<file path="config.mk">
export PLATFORM = sky130hd
export DESIGN_NAME = mux_sel_arbiter
export DESIGN_NICKNAME = d
export VERILOG_FILES = /design/src/rtl/mux_sel_arbiter.sv
export SDC_FILE = /design/constraint.sdc
export NUM_CORES = 1
export LEC_CHECK = 0
export ABC_AREA = 0
export CORE_ASPECT_RATIO = 1.25
export CORE_MARGIN = 5
export CORE_UTILIZATION = 55
export DETAILED_ROUTE_END_ITERATION = 16
export DONT_BUFFER_PORTS = 1
export PLACE_DENSITY = 0.8
export SLEW_MARGIN = 20
export SYNTH_ARGS = -nofsm -noshare
export SYNTH_HDL_FRONTEND = slang
export SYNTH_SLANG_ARGS = --single-unit
</file>
<file path="constraint.sdc">
create_clock -name clk -period 4 [get_ports clk]
set_clock_uncertainty 0.2 [all_clocks]
set_input_delay 0.8 -clock clk [delete_from_list [all_inputs] [get_ports clk]]
set_output_delay 0.8 -clock clk [all_outputs]
set_load 0.005 [all_outputs]
</file>
<file path="src/rtl/mux_sel_arbiter.sv">
// Round-robin arbiter that owns the select of a shared 8:1 mux path, with a per-owner hold limit.
// Optional ARB_PRIO7_EN: requester 7 wins every arbitration point at which it is requesting.
module mux_sel_arbiter #(
  parameter int HOLD_MAX = 4
) (
  input  logic       clk,
  input  logic       reset,
  input  logic [7:0] req,
  output logic [7:0] grant,
  output logic [2:0] sel,
  output logic       busy
);

  localparam logic [0:0] IDLE      = 1'b0;
  localparam logic [0:0] BUSY      = 1'b1;
  localparam logic [3:0] HOLD_LAST = 4'(HOLD_MAX - 1);

  logic [0:0] state;
  logic [2:0] last;
  logic [3:0] hold_cnt;
  logic       rel;
  logic       arb_point;
  logic       found;
  logic [2:0] winner;
  logic [2:0] idx;

  // While busy, sel always holds the owner's index.
  always_comb begin
    rel       = (state == BUSY) && (!req[sel] || (hold_cnt == HOLD_LAST));
    arb_point = (state == IDLE) || rel;
  end

  // Scan from last+1 with wrap; the offset of 8 lands back on last, so the owner is scanned last.
  always_comb begin
    found  = 1'b0;
    winner = last;
    idx    = last;
    for (int k = 1; k <= 8; k++) begin
      idx = last + 3'(k);
      if (!found && req[idx]) begin
        found  = 1'b1;
        winner = idx;
      end
    end
`ifdef ARB_PRIO7_EN
    if (req[7]) begin
      found  = 1'b1;
      winner = 3'd7;
    end
`endif
  end

  always_ff @(posedge clk or posedge reset) begin
    if (reset) begin
      state    <= IDLE;
      grant    <= '0;
      sel      <= '0;
      busy     <= 1'b0;
      last     <= 3'd7;
      hold_cnt <= '0;
    end else if (arb_point) begin
      if (found) begin
        state    <= BUSY;
        grant    <= 8'd1 << winner;
        sel      <= winner;
        last     <= winner;
        hold_cnt <= '0;
        busy     <= 1'b1;
      end else begin
        state    <= IDLE;
        grant    <= '0;
        busy     <= 1'b0;
        hold_cnt <= '0;
      end
    end else if (hold_cnt != HOLD_LAST) begin
      hold_cnt <= hold_cnt + 4'd1;
    end
  end

endmodule

</file>
==> metrics list <==
- Result of the run: finished, final reports clean
- Post-CTS repair changed the size of 0 cells.
- Based on the critical path, the design can be clocked at up to 278.9 MHz.
* Number of hold buffers added after cts: 0
- Critical Path Max Stage Delay: 0.60 ns
* Area growth syn-to-layout: 3.995%
- Ratio of cells with drive above 1 in the final layout: 24.86%
- The worst path in the final design needs a cycle of 3.585 ns, including I/O delays and setup.
- Vias per Instance: 7.414
* Arrival time at the worst endpoint: 3.53 ns
* Total overflow reported by the global router: 0
* Required time reported for the critical path endpoint: 3.95 ns
* Vias in the first global route: 1680
- The max-slew violation total from the final report came to 0.
- Detailed-route wire length: 4842 um
- Setup violations remaining at the end of the flow were counted as 0.
- Pin placement for this block handled 22 I/O pins.
* Series of cell instances along the critical path: clkinv_1 -> ha_1 -> mux4_2 -> mux2i_1 -> nand3_1 -> nor4_4 -> nand2_1 -> o21ai_1 -> buf_4 -> nor2_1 -> a32o_1
* Total routing usage reported by global routing: 21.27%
* Die outline area: 4760 um^2
* Overall via count from detail_route: 1631
* Gate count after technology mapping: 182
- Dividing the synthesized area by the synthesized cell count gives 10.50 um^2.
- The tree built by TritonCTS fans out to 19 sinks.
* Share of the cycle needed by the critical path after routing: 89.63%
- Hold violation total from the final report: 0
- Horizontal extent of the die: 62.72 um
- Placer Congestion: 0.9838
- Worst slew slack as a fraction of its limit: 53.68%
- In this run the core area contains 24 standard-cell rows.
* Clock latency reported for the late side of the worst-skew pair: 0.26 ns
- Summing the sequential cell areas from Yosys gives 25.08% of the chip area.
- Clock input transition at the sequential cells of the worst setup and hold paths: 0.07 ns
- After detailed routing, the number of remaining DRC violations is 0.
* Post CTS Setup Buffer Count: 0
- Number of DRC violations after detailed-routing iteration 0: 97
- Max-cap violations in this run came to 0.
- The initial antenna violation count came to 0.
- TritonCTS built the clock tree.
- Port Buffer Count: 0
- Setup repair after global routing left no endpoint under its margin.
- The cell area that synthesis handed to floorplanning was 1911 um^2.
- Y dimension of the die: 75.90 um
* Total CTS buffers: 3
- Starting utilization of the core area: 55.81%
- After detailed routing, the average wire length per cell comes to 22.01 um.
* CP Capture Type: flop
* Clock Tree Buf Depth: 2
- At the end of the flow, the number of nets in the layout was 195.
- Count of nets left with antenna violations after detail routing: 0
* Yosys cell types: 50
- For this run, the detailed router's first-pass iteration total came to 5.
- Antenna diode count: 0
* Most used cells in the layout excluding fill and tap cells: 23 x nand2_1, 16 x dfrtp_1, 15 x mux4_2, 15 x mux2i_1, 9 x nor2_1
* Clock tree root driver cell: clkbuf_8
- Count of warnings emitted by yosys: 0
- After legalization and detailed placement, the total HPWL measured 3631 um.
* Category of the most critical setup path: reg2reg
- Post-Syn Nets: 195
* Pin count of the biggest net entering global routing: 23
* CP Max Fanout: 10
- The total area inside the core boundary comes to 3423 um^2.
- On the critical path, the stage with the largest delay is an instance of mux4_2.
- In this run, synthesis produced a sequential element count of 19.
- The worst hold path belongs to the class reg2reg.
- Leaving out fill and tap cells, the most frequent cell in the layout is nand2_1.
- CTS built an H-tree with a depth of 1.
- Count of fill cells added during filler insertion: 298
- For the pin with the worst max-slew slack, the measured transition is 0.6940 ns.
- Wire length of the first global-routing pass: 7907 um
* Type of element launching the critical path: flop
* Final-layout setup total negative slack: 0 ns
==> stage by stage <==
step           std cells  setup slack [ns]  area (um^2)  hold WS [ns]  utilization, %
6_report             220            0.4147         1987        0.2811           58.04
5_1_grt              220            0.1476         1987        0.3111           58.04
4_1_cts              220            0.4469         1987        0.2870           58.04
3_5_place_dp         216            0.4840         1941        0.2805           56.69
3_3_place_gp         216            0.6088         1941        0.2564           56.69
2_1_floorplan        182            0.2391         1911        0.2435               -
==> sequential cells by signal, indices dropped and copies added, names as in the netlist <==
signal / flops
grant: 8
hold_cnt: 4
last: 3
sel: 3
state: 1
==> cell type report <==
type	instances	area [um^2]	share of cell area, %
multi-input combinational	144	1338	67.32
clock buffer	3	41.29	2.078
tap	39	48.80	2.456
timing repair buffer	6	45.04	2.267
clock inverter	1	5.005	0.2519
sequential	19	479.2	24.12
inverter	8	30.03	1.511
==> synthesized netlist by cell type (all sizes together) <==
| library cell | n | area [um^2] |
|---|---|---|
| nand2 | 23 | 86.33 |
| dfrtp | 16 | 400.4 |
| mux2i | 16 | 172.7 |
| mux4 | 15 | 337.8 |
| nor2 | 9 | 33.78 |
| o21ai | 8 | 40.04 |
| buf | 7 | 48.79 |
| inv | 7 | 26.28 |
| nor3 | 6 | 30.03 |
| a21oi | 5 | 25.02 |
| and2 | 5 | 31.28 |
| mux2 | 5 | 56.30 |
| nand3 | 5 | 25.02 |
| a221oi | 4 | 41.29 |
| a32o | 4 | 40.04 |
| clkbuf | 4 | 15.01 |
| o31ai | 4 | 43.79 |
| xnor2 | 4 | 53.81 |
| xor2 | 4 | 50.05 |
| dfstp | 3 | 78.83 |
| ha | 3 | 37.54 |
| nor4 | 3 | 33.78 |
| o221ai | 3 | 26.28 |
| o221a | 2 | 22.52 |
| o41ai | 2 | 32.53 |
| a211oi | 1 | 7.510 |
| a21boi | 1 | 11.26 |
| a21o | 1 | 7.510 |
| a22o | 1 | 8.760 |
| a2bb2oi | 1 | 8.760 |
| and3 | 1 | 6.260 |
| clkinv | 1 | 3.750 |
| nand2b | 1 | 8.760 |
| nor2b | 1 | 6.260 |
| o211a | 1 | 10.01 |
| o21a | 1 | 7.510 |
| o21bai | 1 | 7.510 |
| o22ai | 1 | 12.51 |
| o311ai | 1 | 8.760 |
| or2 | 1 | 6.260 |
==> per-layer routing <==
metal  GRT usage, %  vias to the layer above  wire (um)
li1               -                      703          -
met1          22.54                      809       1682
met2          37.44                       91       2514
met3          3.687                       28        320
met4          17.92                        0        325
met5              0                        -          0
==> final timing paths <==
kind / from / to / slack, ns / cells after the start
hold / removal: hold_cnt[0]$_DFFE_PP0P_ / hold_cnt[0]$_DFFE_PP0P_ / 0.28 / 1
min in group asynchronous: reset / sel[2]$_DFFE_PP0P_ / 0.33 / 1
setup reg to reg: last[0]$_DFFE_PP1P_ / grant[6]$_DFFE_PP0N_ / 0.41 / 11
hold reg to reg: hold_cnt[0]$_DFFE_PP0P_ / hold_cnt[0]$_DFFE_PP0P_ / 0.28 / 1
setup / recovery: last[0]$_DFFE_PP1P_ / grant[6]$_DFFE_PP0N_ / 0.41 / 11
max in group asynchronous: reset / hold_cnt[3]$_DFFE_PP0P_ / 2.83 / 1
==> worst max-delay path, delay by kind of cell (launching register included) <==
kind	cells	cell delay [ns]
AND/OR/NAND/NOR	4	0.71
adder cells (fa/ha/maj)	1	0.32
AO/OA/AOI/OAI	2	0.49
flip-flops	1	0.53
buffers and inverters	2	0.31
multiplexers	2	0.91
==> logic make-up (layout without fill, tap and decap cells) <==
family / after synthesis / count (layout) / synth area share [%]
buf+inv: 19 / 18 / 4.911
simple gates: 55 / 55 / 14.01
flops: 19 / 19 / 25.08
compound gates: 42 / 42 / 18.93
fa+ha+maj: 3 / 3 / 1.965
mux: 36 / 36 / 29.67
xor+xnor: 8 / 8 / 5.436
Power is left out: the tool's default activity adds up to more than one toggle a clock period on the data nets, which glitch-free logic cannot reach.
